**src/rtl/pipe_pkg.sv**
```systemverilog
// Shared pipeline types and constants for the fetch front-end.
package pipe_pkg;

    localparam int INSTR_W = 32;
    localparam int ADDR_W  = 32;

    localparam logic [INSTR_W-1:0] NOP_INS  = 32'h0000_0000;
    localparam logic [ADDR_W-1:0]  RESET_PC = 32'h0000_0000;

    // One prefetch queue entry: the instruction and the address after it.
    typedef struct packed {
        logic [INSTR_W-1:0] ins;
        logic [ADDR_W-1:0]  pc4;
    } fetch_entry_t;

endpackage

```
**src/rtl/fetch_unit_if.sv**
```systemverilog
// Instruction memory port and IF/ID delivery port of the fetch unit.
//
// Handshakes: a transfer happens on a rising clock edge where the sender's
// valid (imem_req / out_valid) and the receiver's ready (imem_gnt / out_ready)
// are both high. The sender keeps valid and its payload stable until that
// edge, except that a redirect may withdraw an ungranted request.
// imem_rvalid has no ready: responses are always accepted, in request order.
interface fetch_unit_if;
    import pipe_pkg::*;

    logic               imem_req;
    logic [ADDR_W-1:0]  imem_addr;
    logic               imem_gnt;
    logic               imem_rvalid;
    logic [INSTR_W-1:0] imem_rdata;

    logic               out_valid;
    logic               out_ready;
    logic [INSTR_W-1:0] out_ins;
    logic [ADDR_W-1:0]  out_pc4;

    modport master (
        output imem_req, imem_addr,
        input  imem_gnt, imem_rvalid, imem_rdata,
        output out_valid, out_ins, out_pc4,
        input  out_ready
    );

    modport slave (
        input  imem_req, imem_addr,
        output imem_gnt, imem_rvalid, imem_rdata,
        input  out_valid, out_ins, out_pc4,
        output out_ready
    );

endinterface

```
**src/rtl/fetch_queue.sv**
```systemverilog
// Synchronous prefetch FIFO of {ins, pc4} entries; flush beats push.
module fetch_queue import pipe_pkg::*; #(
    parameter  int DEPTH = 4,
    localparam int AW    = $clog2(DEPTH)
) (
    input  logic         clk,
    input  logic         rst_n,
    input  logic         push,
    input  logic         pop,
    input  logic         flush,
    input  fetch_entry_t wdata,
    output fetch_entry_t rdata,
    output logic [AW:0]  count,
    output logic         full,
    output logic         empty
);

    fetch_entry_t   mem [DEPTH];
    logic [AW-1:0]  wr_ptr;
    logic [AW-1:0]  rd_ptr;
    logic           do_push;
    logic           do_pop;

    assign empty   = (count == '0);
    assign full    = (count == (AW+1)'(DEPTH));
    assign do_pop  = pop && !empty;
    // A full queue may still take a push when the head leaves the same cycle.
    assign do_push = push && (!full || do_pop);
    assign rdata   = mem[rd_ptr];

    // Pointer and occupancy bookkeeping; a flush empties the queue outright.
    always_ff @(posedge clk or negedge rst_n) begin
        if (!rst_n) begin
            wr_ptr <= '0;
            rd_ptr <= '0;
            count  <= '0;
        end else if (flush) begin
            wr_ptr <= '0;
            rd_ptr <= '0;
            count  <= '0;
        end else begin
            if (do_push) wr_ptr <= wr_ptr + AW'(1);
            if (do_pop)  rd_ptr <= rd_ptr + AW'(1);
            count <= count + (AW+1)'(do_push) - (AW+1)'(do_pop);
        end
    end

    // Entry storage; contents are only meaningful below count, so no reset.
    always_ff @(posedge clk) begin
        if (do_push && !flush) mem[wr_ptr] <= wdata;
    end

endmodule

```
**src/rtl/fetch_unit.sv**
```systemverilog
// Instruction fetch front-end: issues in-order word reads, buffers returned
// instructions in a prefetch queue and hands them to IF/ID with their PC+4.
module fetch_unit #(
    parameter logic [pipe_pkg::ADDR_W-1:0] RESET_PC  = pipe_pkg::RESET_PC,
    parameter int                          DEPTH     = 4,
    parameter int                          MAX_OUTST = 2
) (
    input  logic                        clk,
    input  logic                        rst_n,
    fetch_unit_if.master                bus,
    input  logic                        redirect_valid,
    input  logic [pipe_pkg::ADDR_W-1:0] redirect_pc
);
    import pipe_pkg::*;

    localparam int OW = $clog2(MAX_OUTST + 1);
    localparam int QW = $clog2(DEPTH) + 1;
    localparam int PW = (MAX_OUTST > 1) ? $clog2(MAX_OUTST) : 1;

    logic              run;
    logic [ADDR_W-1:0] fetch_pc;
    logic [OW-1:0]     outst;
    logic [OW-1:0]     discard;
    logic [ADDR_W-1:0] pcf_mem [MAX_OUTST];
    logic [PW-1:0]     pcf_wr;
    logic [PW-1:0]     pcf_rd;

    logic              issue;
    logic              granted;
    logic              rsp;
    logic              keep;
    logic              pop;
    logic [QW-1:0]     q_count;
    logic              q_full;
    logic              q_empty;
    fetch_entry_t      q_wdata;
    fetch_entry_t      q_rdata;

    // Occupancy counts in-flight reads too, so a returning word always has room.
    assign issue   = run && !redirect_valid
                     && ((int'(q_count) + int'(outst)) < DEPTH)
                     && (int'(outst) < MAX_OUTST);
    assign granted = issue && bus.imem_gnt;
    // A response with nothing outstanding is a protocol error and is ignored.
    assign rsp     = bus.imem_rvalid && (outst != '0);
    assign keep    = rsp && (discard == '0) && !redirect_valid;
    assign pop     = !q_empty && bus.out_ready;
    assign q_wdata = '{ins: bus.imem_rdata, pc4: pcf_mem[pcf_rd]};

    assign bus.imem_req  = issue;
    assign bus.imem_addr = fetch_pc;
    assign bus.out_valid = !q_empty;
    assign bus.out_ins   = q_empty ? NOP_INS : q_rdata.ins;
    assign bus.out_pc4   = q_empty ? '0 : q_rdata.pc4;

    // Fetch address, request enable and the outstanding/discard counters.
    always_ff @(posedge clk or negedge rst_n) begin
        if (!rst_n) begin
            run      <= 1'b0;
            fetch_pc <= RESET_PC;
            outst    <= '0;
            discard  <= '0;
        end else begin
            run   <= 1'b1;
            outst <= outst + OW'(granted) - OW'(rsp);
            if (redirect_valid) begin
                fetch_pc <= redirect_pc & ~32'h3;
                // Every read still in flight after this edge belongs to the old path.
                discard  <= outst - OW'(rsp);
            end else begin
                if (granted) fetch_pc <= fetch_pc + 32'd4;
                if (rsp && (discard != '0)) discard <= discard - OW'(1);
            end
        end
    end

    // In-flight PC FIFO pointers: one entry per granted read, freed by its response.
    always_ff @(posedge clk or negedge rst_n) begin
        if (!rst_n) begin
            pcf_wr <= '0;
            pcf_rd <= '0;
        end else begin
            if (granted) pcf_wr <= (pcf_wr == PW'(MAX_OUTST - 1)) ? '0 : pcf_wr + PW'(1);
            if (rsp)     pcf_rd <= (pcf_rd == PW'(MAX_OUTST - 1)) ? '0 : pcf_rd + PW'(1);
        end
    end

    // In-flight PC FIFO storage holding the PC+4 of each granted read.
    always_ff @(posedge clk) begin
        if (granted) pcf_mem[pcf_wr] <= fetch_pc + 32'd4;
    end

    fetch_queue #(.DEPTH(DEPTH)) u_queue (
        .clk   (clk),
        .rst_n (rst_n),
        .push  (keep),
        .pop   (pop),
        .flush (redirect_valid),
        .wdata (q_wdata),
        .rdata (q_rdata),
        .count (q_count),
        .full  (q_full),
        .empty (q_empty)
    );

    rvalid_needs_outstanding: assert property (
        @(posedge clk) disable iff (!rst_n) bus.imem_rvalid |-> (outst != '0));

    queue_never_overflows: assert property (
        @(posedge clk) disable iff (!rst_n) keep |-> (!q_full || pop));

endmodule

```
**src/flat_wrapper.sv**
```systemverilog
// flat-port wrapper written by rule: the top's interface ports become plain ports
module fetch_unit_flat import pipe_pkg::*;
#(
    parameter logic [pipe_pkg::ADDR_W-1:0] RESET_PC  = pipe_pkg::RESET_PC,
    parameter int                          DEPTH     = 4,
    parameter int                          MAX_OUTST = 2
)
  (clk, rst_n, redirect_valid, redirect_pc, bus_imem_req, bus_imem_addr, bus_imem_gnt, bus_imem_rvalid, bus_imem_rdata, bus_out_valid, bus_out_ins, bus_out_pc4, bus_out_ready);
  fetch_unit_if bus_i ();
  input  logic clk;
  input  logic rst_n;
  input  logic redirect_valid;
  input  logic [pipe_pkg::ADDR_W-1:0] redirect_pc;
  output wire logic [$bits(bus_i.imem_req)-1:0] bus_imem_req;
  output wire logic [$bits(bus_i.imem_addr)-1:0] bus_imem_addr;
  input wire logic [$bits(bus_i.imem_gnt)-1:0] bus_imem_gnt;
  input wire logic [$bits(bus_i.imem_rvalid)-1:0] bus_imem_rvalid;
  input wire logic [$bits(bus_i.imem_rdata)-1:0] bus_imem_rdata;
  output wire logic [$bits(bus_i.out_valid)-1:0] bus_out_valid;
  output wire logic [$bits(bus_i.out_ins)-1:0] bus_out_ins;
  output wire logic [$bits(bus_i.out_pc4)-1:0] bus_out_pc4;
  input wire logic [$bits(bus_i.out_ready)-1:0] bus_out_ready;
  assign bus_imem_req = bus_i.imem_req;
  assign bus_imem_addr = bus_i.imem_addr;
  assign bus_i.imem_gnt = bus_imem_gnt;
  assign bus_i.imem_rvalid = bus_imem_rvalid;
  assign bus_i.imem_rdata = bus_imem_rdata;
  assign bus_out_valid = bus_i.out_valid;
  assign bus_out_ins = bus_i.out_ins;
  assign bus_out_pc4 = bus_i.out_pc4;
  assign bus_i.out_ready = bus_out_ready;
  fetch_unit #(.RESET_PC(RESET_PC), .DEPTH(DEPTH), .MAX_OUTST(MAX_OUTST)) u_core (.clk(clk), .rst_n(rst_n), .bus(bus_i), .redirect_valid(redirect_valid), .redirect_pc(redirect_pc));
endmodule
```
**config.mk**
```make
export PLATFORM = sky130hd
export DESIGN_NAME = fetch_unit_flat
export DESIGN_NICKNAME = d
export VERILOG_FILES = /design/src/rtl/pipe_pkg.sv /design/src/rtl/fetch_unit_if.sv /design/src/rtl/fetch_queue.sv /design/src/rtl/fetch_unit.sv /design/src/flat_wrapper.sv
export SDC_FILE = /design/constraint.sdc
export NUM_CORES = 1
export LEC_CHECK = 0
export CORE_AREA = 8 8 172 174
export DETAILED_ROUTE_END_ITERATION = 16
export DIE_AREA = 0 0 180 182
export PLACE_DENSITY = 0.81
export SLEW_MARGIN = 10
export SYNTH_ARGS = -nofsm -noshare
export SYNTH_HDL_FRONTEND = slang
export SYNTH_SLANG_ARGS = --single-unit
```
**constraint.sdc**
```tcl
create_clock -name clk -period 4.6 [get_ports clk]
set_input_delay 0.69 -clock clk [delete_from_list [all_inputs] [get_ports clk]]
set_output_delay 0.69 -clock clk [all_outputs]
set_load 0.03 [all_outputs]
```
* Yosys cells after proc, flatten, opt, wreduce, memory -nomap -nowiden
Memory sizes are Yosys's and may differ from the RTL's.
Cells that the tools add are included.
** Cells by class
- Add/subtract/negate cells :: 12
- Order comparisons :: 2
- Eq/ne operators :: 1
- Mux-type cells :: 17
- Reductions and logical operators :: 24
** Operators by type and width (count)
- two-way mux 32 bit :: 4
- adder 32 x 3 -> 32 bit, second input constant :: 1
- less-than comparator 32 x 4 -> 1 bit, second input constant :: 1
- logical AND 1 bit :: 12
- two-way mux 2 bit :: 6
- nonzero test 2 bit :: 6
- two-way mux 1 bit :: 6
- adder 2 x 1 -> 2 bit, second input constant :: 2
- adder 3 x 2 -> 4 bit :: 1
- subtractor 2 x 1 -> 2 bit :: 2
- adder 3 x 1 -> 3 bit :: 1
- equality test 3 bit, second input constant :: 1
- logical NOT 1 bit :: 3
- logical NOT 3 bit :: 1
- two-way mux 3 bit :: 1
- subtractor 3 x 1 -> 3 bit :: 1
- adder 1 bit, second input constant :: 2
- adder 2 x 1 -> 2 bit :: 1
- logical NOT 2 bit :: 1
- less-than comparator 2 bit, second input constant :: 1
- subtractor 2 x 1 -> 2 bit, second input constant :: 1
- logical OR 1 bit :: 1
** Storage, ports and cells
- Register bits after elaboration :: 46
- RAM bits :: 320
- Input port bits :: 70
- Output and inout port bits :: 98
- Word-level logic and storage cells :: 67
- Memories :: 2
** Memory list
- u_core.u_queue.mem :: depth 4, width 64, rd ports 1, clocked after Yosys merged registers in 0, write ports 1, RTL line fetch_queue.sv:18 : fetch_entry_t mem [DEPTH];
- u_core.pcf_mem :: depth 2, width 32, rd ports 1, clocked after Yosys merged registers in 0, write ports 1, RTL line fetch_unit.sv:24 : logic [ADDR_W-1:0] pcf_mem [MAX_OUTST];

* Logic depth before layout (Yosys ltp)
Gate-level depths: netlist (run 1).
- Depth in word-level cells :: 9
- Mapped depth :: 11
- Mapped depth without buffers :: 11

* By module
A second synthesis (run 1) with hierarchy kept.
** Second synthesis, totals
- Cells, all modules :: 857
- Area total of the unflattened synthesis :: 14846.7 um2
** By module, submodules not included
- fetch_queue :: instances 1, cells an instance 382, area each 9701.8 um2, seq. area each 7862.5 um2
- fetch_unit :: instances 1, cells an instance 475, area each 5144.9 um2, seq. area each 2727.6 um2

* Worst setup path after synthesis (run 1)
No wires, ideal clock.
- Path type :: input port to flip-flop
- Start :: input bus_imem_rvalid
- End :: memory u_core.u_queue.mem[0][10] (netlist bit), enable pin
- Arrival :: 3.094 ns
- Required time :: 4.174 ns
- Setup slack :: 1.079 ns
- Cell stages on the path :: 3
- Cell sequence :: o21ai_0 > nor4b_1 > and2_1
** On the way
- Longest elaborated chain between the ends :: 7
** Ends and longest elaborated chain
- start: declaration :: RTL line flat_wrapper.sv:17 : input wire logic [$bits(bus_i.imem_rvalid)-1:0] bus_imem_rvalid;
- logical AND 1 bit :: RTL line fetch_unit.sv:45 : assign rsp = bus.imem_rvalid && (outst != '0);
- logical AND 1 bit (2 in a row) :: RTL line fetch_unit.sv:46 : assign keep = rsp && (discard == '0) && !redirect_valid;
- logical AND 1 bit :: RTL line fetch_queue.sv:28 : assign do_push = push && (!full || do_pop);
- logical AND 1 bit :: RTL line fetch_queue.sv:50 : if (do_push && !flush) mem[wr_ptr] <= wdata;
- two-way mux 1 bit :: RTL line fetch_queue.sv:50
- two-way mux 1 bit (not written as such) :: RTL line fetch_queue.sv:50
- end: declaration :: RTL line fetch_queue.sv:18
No other way between the ends.

* Final worst setup path (run 1)
- Start :: register u_core.u_queue.rd_ptr[0]
- End :: output bus_out_ins[9]
** On the way
- Longest elaborated chain between the ends :: 2
** Ends and longest elaborated chain
- start: declaration :: RTL line fetch_queue.sv:20 : logic [AW-1:0] rd_ptr;
- start signal: assignment :: RTL line fetch_queue.sv:43 : if (do_pop) rd_ptr <= rd_ptr + AW'(1);
- memory (4 x 64 bit)
- two-way mux 32 bit :: RTL line fetch_unit.sv:53 : assign bus.out_ins = q_empty ? NOP_INS : q_rdata.ins;
- end: declaration :: RTL line flat_wrapper.sv:20 : output wire logic [$bits(bus_i.out_ins)-1:0] bus_out_ins;
No other way between the ends.

==> reports/results.tsv, run 1 <==
stage	metric	value	unit
synthesis	ys_seq_elements	352	
critical_path	crit_type	register to output pin	
global_route	track_usage	18.16	%
cts	ctsHtreeMaxLevel	2	
synthesis	syn-cell-area	0.01447	sq mm
placement	place.detailed.hpwl	18140	microns
die	die_w	180	microns
power	power_frac_seq	41.6	%
drt	via_count	7896	
sta	worst_slew_pin_slew	1.109	ns
sta	drv_slew	0	
layout	regArea	0.01035	sq mm
critical_path	critPathLaunchType	register	
global_route	grt_max_degree	47	
layout	layout-drive-gt1-share	16.98	%
power	p_clk_share	29.0	%
drt	dr.pass1.iters	5	
sta	min_period	3.751	ns
drt	wl_per_cell	21.58	microns
placement	numPortBuffers	161	
drt	drt_iter0_markers	509	
sta	fin_worst_skew	0.02148	ns
cts	clock-root-buffer	clkbuf_16	
synthesis	async_flop_share	12.50	%
power	p_per_area	542.2	mW/mm^2
layout	final_common_cell	edfxtp_1	
synthesis	synth_edf_count	308	
drt	drc_errors	0	
die	start_util	54.28	%
sta	hold_viol	0	
drt	viasPerCell	5.776	
die	fp.coreArea	0.02665	sq mm
sta	fin_setup_tns	0	ns
die	fp.dieH	182	microns
sta	fmax	0.2666	GHz
synthesis	yosys-top-cells-area	edfxtp_1 64%, mux4_2 9.7%, dfrtp_1 7.6%	
cts	path_clk_slew	0.06	ns
sta	finalCritPeriodShare	81.55	%
sta	slew_headroom	25.76	%
sta	setup_viol	0	
power	swShare	30.03	%
critical_path	cp_max_fo	30	
critical_path	worstReg2RegStart	u_core.u_queue.count[2]$_DFF_PN0_	
synthesis	netlist_instances	831	
layout	nNetsFinal	1080	
cts	cts_tree	yes	
placement	dp_slack	1.302	ns
worst_hold_path	hold_path_class	input port to async pin	
critical_path	worstPathArrival	3.06	ns
drt	antenna_left	0	
layout	area_growth	21.90	%
cts	clkSinkCount	352	
critical_path	r2r-end	u_core.u_queue.count[2]$_DFF_PN0_	
cts	clk_latency	0.51	ns
die	rows	60	
synthesis	yosysSeqAreaShare	71.54	%
power	combPwrFrac	29.4	%
global_route	antenna_found_initial	0	
global_route	grt_pass1_wl	47110	microns
status	outcome	completed	
power	p_int	0.006690	W
global_route	grt_pass1_vias	8299	
synthesis	synth_top_area_share	63.93	%
synthesis	synth_warnings	0	
critical_path	reg2reg_depth	9	
global_route	grt-ovfl-total	0	
power	p_sw	0.002871	W
layout	fillers	1790	
synthesis	synth_area_per_cell	17.41	sq um
cts	post-cts-setup-buffers	0	
synthesis	yosysTopAreaCell	edfxtp_1	
layout	multi_input_area	0.003834	sq mm
cts	clock_path_buffers	3	
critical_path	r2r_slack	1.72	ns
cts	cts_resized	0	
layout	final_cell_mix	308 x edfxtp_1, 160 x clkdlybuf4s50_1, 65 x and2_1	
synthesis	synth_cell_type_count	49	
drt	postRouteWirelength	29510	microns
sta	setup_ws	0.8486	ns
run	max_cap_viol_count	0	
power	peakVddDrop	0.3394	mV
die	design.die.area	0.03276	sq mm
synthesis	synth_ff_type	edfxtp_1	
cts	numCtsBuffers	37	
die	io_pins	168	
cts	hold_buffers	0	
power	leakage	5.952	nW
critical_path	crit_path_start	u_core.u_queue.rd_ptr[0]$_DFFE_PN0P_	
sta	grt_setup_unrepaired	false	
critical_path	end_kind	output pin	
critical_path	cp.required	3.91	ns
critical_path	endpoint	bus_out_ins[9]	
placement	gp_congestion	0.8578	
-- cell families (layout without fill, tap and decap cells) --
kind of cell | Yosys count | count (layout) | share of synthesized area, %
AND/OR/NAND/NOR | 191 | 191 | 7.386
adder cells (fa/ha/maj) | 12 | 12 | 1.090
buffers and inverters | 71 | 262 | 2.145
AO/OA/AOI/OAI | 71 | 71 | 3.347
multiplexers | 95 | 95 | 12.20
XOR/XNOR | 37 | 37 | 2.240
flip-flops | 352 | 352 | 71.54
other | 2 | 6 | 0.05191
-- flip-flops by register name (all words and copies together), names as in the netlist --
name / flops
u_core.pcf_wr: 1
u_core.outst: 2
u_core.u_queue.wr_ptr: 2
u_core.u_queue.rd_ptr: 2
u_core.pcf_rd: 1
u_core.bus.imem_addr: 30
u_core.pcf_mem: 60
u_core.discard: 2
u_core.run: 1
u_core.u_queue.count: 3
u_core.u_queue.mem: 248
-- layer usage --
layer / GRT usage, % / up-vias / routed length [microns]
met5: 0 / - / 0
met4: 4.802 / 0 / 554
met3: 4.711 / 44 / 2222
met2: 30.20 / 309 / 14360
met1: 23.53 / 3995 / 12370
li1: - / 3548 / -
-- worst min path at each step --
| stage | depth (start not counted) | to | from | slack, ns |
|---|---|---|---|---|
| 3_5_place_dp | 1 | u_core.u_queue.wr_ptr[0]$_DFFE_PN0P_ | u_core.u_queue.wr_ptr[0]$_DFFE_PN0P_ | 0.53 |
| 5_1_grt | 1 | u_core.bus.imem_addr[8]$_DFFE_PN0P_ | rst_n | 0.43 |
| 6_report | 1 | u_core.bus.imem_addr[8]$_DFFE_PN0P_ | rst_n | 0.35 |
| 4_1_cts | 1 | u_core.bus.imem_addr[8]$_DFFE_PN0P_ | rst_n | 0.39 |
| 2_1_floorplan | 0 | u_core.bus.imem_addr[10]$_DFFE_PN0P_ | rst_n | 0.39 |
| 3_3_place_gp | 1 | u_core.u_queue.wr_ptr[0]$_DFFE_PN0P_ | u_core.u_queue.wr_ptr[0]$_DFFE_PN0P_ | 0.51 |
-- critical path: stages (launching register included) --
cell             delay [ns]
dfrtp_4                0.85
buf_4                  0.38
mux4_2                 0.53
and2_1                 0.18
clkdlybuf4s50_1        0.59
-- through the flow --
stage | hold slack (ns) | utilization (%) | power (W) | cells | cell area, sq um
finish | 0.3511 | 66.17 | 0.009561 | 1367 | 17630
global route | 0.4285 | 66.16 | 0.009979 | 1366 | 17630
CTS | 0.3909 | 66.16 | 0.009667 | 1366 | 17630
detailed placement | 0.5309 | 61.88 | 0.006881 | 1300 | 16490
global placement | 0.5139 | 61.88 | 0.006831 | 1300 | 16490
floorplan | 0.3944 | - | 0.005806 | 834 | 14480
-- power by group through the flow --
stage	Sequential (W)	Clock (W)	Combinational (W)
finish	0.00397	0.00277	0.00281
global route	0.00401	0.00295	0.00302
CTS	0.00398	0.00283	0.00286
detailed placement	0.00404	0	0.00284
global placement	0.00403	0	0.00280
floorplan	0.00396	0	0.00184
-- cell type report --
cell class,instances,share of cell area (%)
clock buffer,52,5.924
inverter,18,0.3831
tap,341,2.419
multi-input combinational,411,21.74
antenna,1,0.01419
sequential,352,58.72
clock inverter,14,0.5392
timing repair buffer,178,10.26
-- synth_stat cells (2+ instances only) --
| cell | instances |
|---|---|
| xnor2_1 | 28 |
| and2_1 | 69 |
| o311ai_0 | 5 |
| mux2i_1 | 3 |
| nor2_1 | 21 |
| a21oi_1 | 9 |
| nand4_1 | 14 |
| nor4b_1 | 2 |
| mux4_2 | 62 |
| a22oi_1 | 4 |
| nand3_1 | 19 |
| conb_1 | 2 |
| buf_4 | 5 |
| buf_2 | 19 |
| o31a_1 | 4 |
| inv_1 | 18 |
| and3_1 | 5 |
| a21o_1 | 9 |
| o31ai_1 | 5 |
| ha_1 | 11 |
| buf_1 | 4 |
| nor3_1 | 4 |
| mux2_2 | 30 |
| edfxtp_1 | 308 |
| o311ai_1 | 2 |
| xor2_1 | 9 |
| a221o_1 | 5 |
| and4_1 | 3 |
| or4_1 | 2 |
| nand2b_1 | 2 |
| dfrtp_1 | 44 |
| clkbuf_1 | 24 |
| a31oi_1 | 5 |
| nand2_1 | 37 |
| or3_1 | 4 |
| nor4_1 | 2 |
| o21ai_0 | 20 |
(Power assumes the default switching activity.)
==> run 2: changes to the inputs <==
- clock period: 4.6 -> 3.65 ns (I/O delays scaled with it)
==> reports/results.tsv, run 2 (synthesized netlist as in run 1, its figures left out) <==
stage	metric	value	unit
critical_path	crit_buf_inv	2	
power	leakage	6.100	nW
global_route	track_usage	18.12	%
power	peakVddDrop	0.3696	mV
cts	clkSinkCount	352	
layout	final_cell_mix	308 x edfxtp_1, 160 x clkdlybuf4s50_1, 65 x and2_1	
critical_path	cpMaxStageDelayCell	dfrtp_4	
cts	cts_tree	yes	
layout	diodes	0	
drt	postRouteWirelength	29680	microns
global_route	grt_max_degree	49	
cts	post-cts-setup-buffers	0	
critical_path	cp_cell_sequence	buf_4, mux4_2, and2_1, clkdlybuf4s50_1	
layout	fillers	1777	
drt	viasPerCell	5.741	
global_route	grt_pass1_vias	8243	
die	rows	60	
sta	hold_viol	0	
cts	cts_resized	0	
cts	numCtsBuffers	37	
placement	numPortBuffers	161	
critical_path	cp_max_fo	20	
die	fp.dieH	182	microns
global_route	grt-ovfl-total	0	
sta	fin_worst_skew	0.01190	ns
power	total_power	0.01248	W
sta	worst_slew_pin_slew	0.9632	ns
sta	finalCritPeriodShare	95.53	%
sta	drv_slew	0	
critical_path	end_kind	output pin	
cts	clock_path_buffers	3	
critical_path	crit_type	register to output pin	
drt	wl_per_cell	21.54	microns
layout	final_common_cell	edfxtp_1	
layout	largest_register_ffs	248	
sta	setup_viol	0	
sta	grt_setup_unrepaired	false	
critical_path	path_delay_family	buffers and inverters	
status	outcome	completed	
cts	path_clk_slew	0.06	ns
cts	clk_latency	0.51	ns
cts	clock-root-buffer	clkbuf_16	
layout	fin_util	67.20	%
layout	nNetsFinal	1090	
placement	gp_congestion	0.8572	
sta	min_period	3.487	ns
critical_path	critPathLaunchType	register	
drt	antenna_left	0	
critical_path	worstPathArrival	2.94	ns
sta	slew_headroom	35.50	%
worst_hold_path	hold_path_class	input port to async pin	
global_route	grt_pass1_wl	47210	microns
die	start_util	54.28	%
critical_path	cp.required	3.10	ns
die	die_w	180	microns
die	design.die.area	0.03276	sq mm
layout	area_growth	23.79	%
global_route	antenna_found_initial	0	
cts	ctsHtreeMaxLevel	2	
drt	drc_errors	0	
sta	fmax	0.2868	GHz
die	fp.coreArea	0.02665	sq mm
drt	via_count	7911	
layout	registers.top_by_ff_count	u_core.u_queue.mem	
sta	fin_setup_tns	0	ns
critical_path	slowest_delay	0.71	ns
die	io_pins	168	
drt	dr.pass1.iters	7	
drt	drt_iter0_markers	607	
cts	hold_buffers	0	
placement	place.detailed.hpwl	19390	microns
layout	layout-drive-gt1-share	18.71	%
run	max_cap_viol_count	0	
power	p_per_area	696.9	mW/mm^2
## run 2: cell count changes in the layout (fill, tap and decap cells not counted), sizes merged
cell,previous run,this run
buf,18,28
bufinv,1,5
clkbuf,52,50
clkinvlp,1,0
diode,1,0
inv,19,20
## run 2: path summary, 6_finish.rpt
| path | end | slack (ns) | from | cells past startpoint |
|---|---|---|---|---|
| worst max-delay path | bus_out_ins[18] | 0.16 | u_core.u_queue.rd_ptr[0]$_DFFE_PN0P_ | 4 |
| worst min-delay path | u_core.bus.imem_addr[12]$_DFFE_PN0P_ | 0.05 | rst_n | 1 |
| worst max register to register | u_core.u_queue.count[2]$_DFF_PN0_ | 1.01 | u_core.u_queue.count[2]$_DFF_PN0_ | 9 |
| worst min register to register | u_core.pcf_wr$_DFFE_PN0P_ | 0.60 | u_core.pcf_wr$_DFFE_PN0P_ | 2 |
| max in group asynchronous | u_core.bus.imem_addr[18]$_DFFE_PN0P_ | 2.87 | rst_n | 2 |
| min in group clk | u_core.pcf_wr$_DFFE_PN0P_ | 0.60 | u_core.pcf_wr$_DFFE_PN0P_ | 2 |
## run 2: metrics by stage
| step | hold slack, ns | area, sq um | std cells | setup WS [ns] |
|---|---|---|---|---|
| 4_1_cts | 0.04719 | 17910 | 1378 | 0.08214 |
| 3_5_place_dp | 0.5400 | 16630 | 1310 | 0.5063 |
| 2_1_floorplan | 0.2519 | 14480 | 834 | 0.2720 |
| 3_3_place_gp | 0.5217 | 16630 | 1310 | 0.6015 |
| 5_1_grt | 0.07734 | 17910 | 1378 | 0.01505 |
| 6_report | 0.05213 | 17910 | 1378 | 0.1630 |
## run 2: final cells by class
| class | instances | area (sq um) | share of cell area (%) |
|---|---|---|---|
| repair buffers | 188 | 1947 | 10.87 |
| inverters | 18 | 67.56 | 0.3773 |
| clock inverters | 18 | 221.5 | 1.237 |
| clock buffers | 50 | 1057 | 5.904 |
| well taps | 341 | 426.7 | 2.382 |
| flip-flops and latches | 352 | 10350 | 57.82 |
| multi-input cells | 411 | 3834 | 21.41 |
## run 2: where the power goes
| part | leakage (nW) | switching, W | internal, W |
|---|---|---|---|
| Clock | 0.638 | 0.00148 | 0.00239 |
| Combinational | 2.15 | 0.00190 | 0.00169 |
| Sequential | 3.31 | 0.000291 | 0.00472 |
## run 2: metal layers
metal,up-vias,routed length (microns),global-route usage (%)
met5,-,0,0
met4,0,385,3.968
met3,35,2004,3.952
met2,330,14280,29.76
met1,3978,13020,24.66
li1,3568,-,-
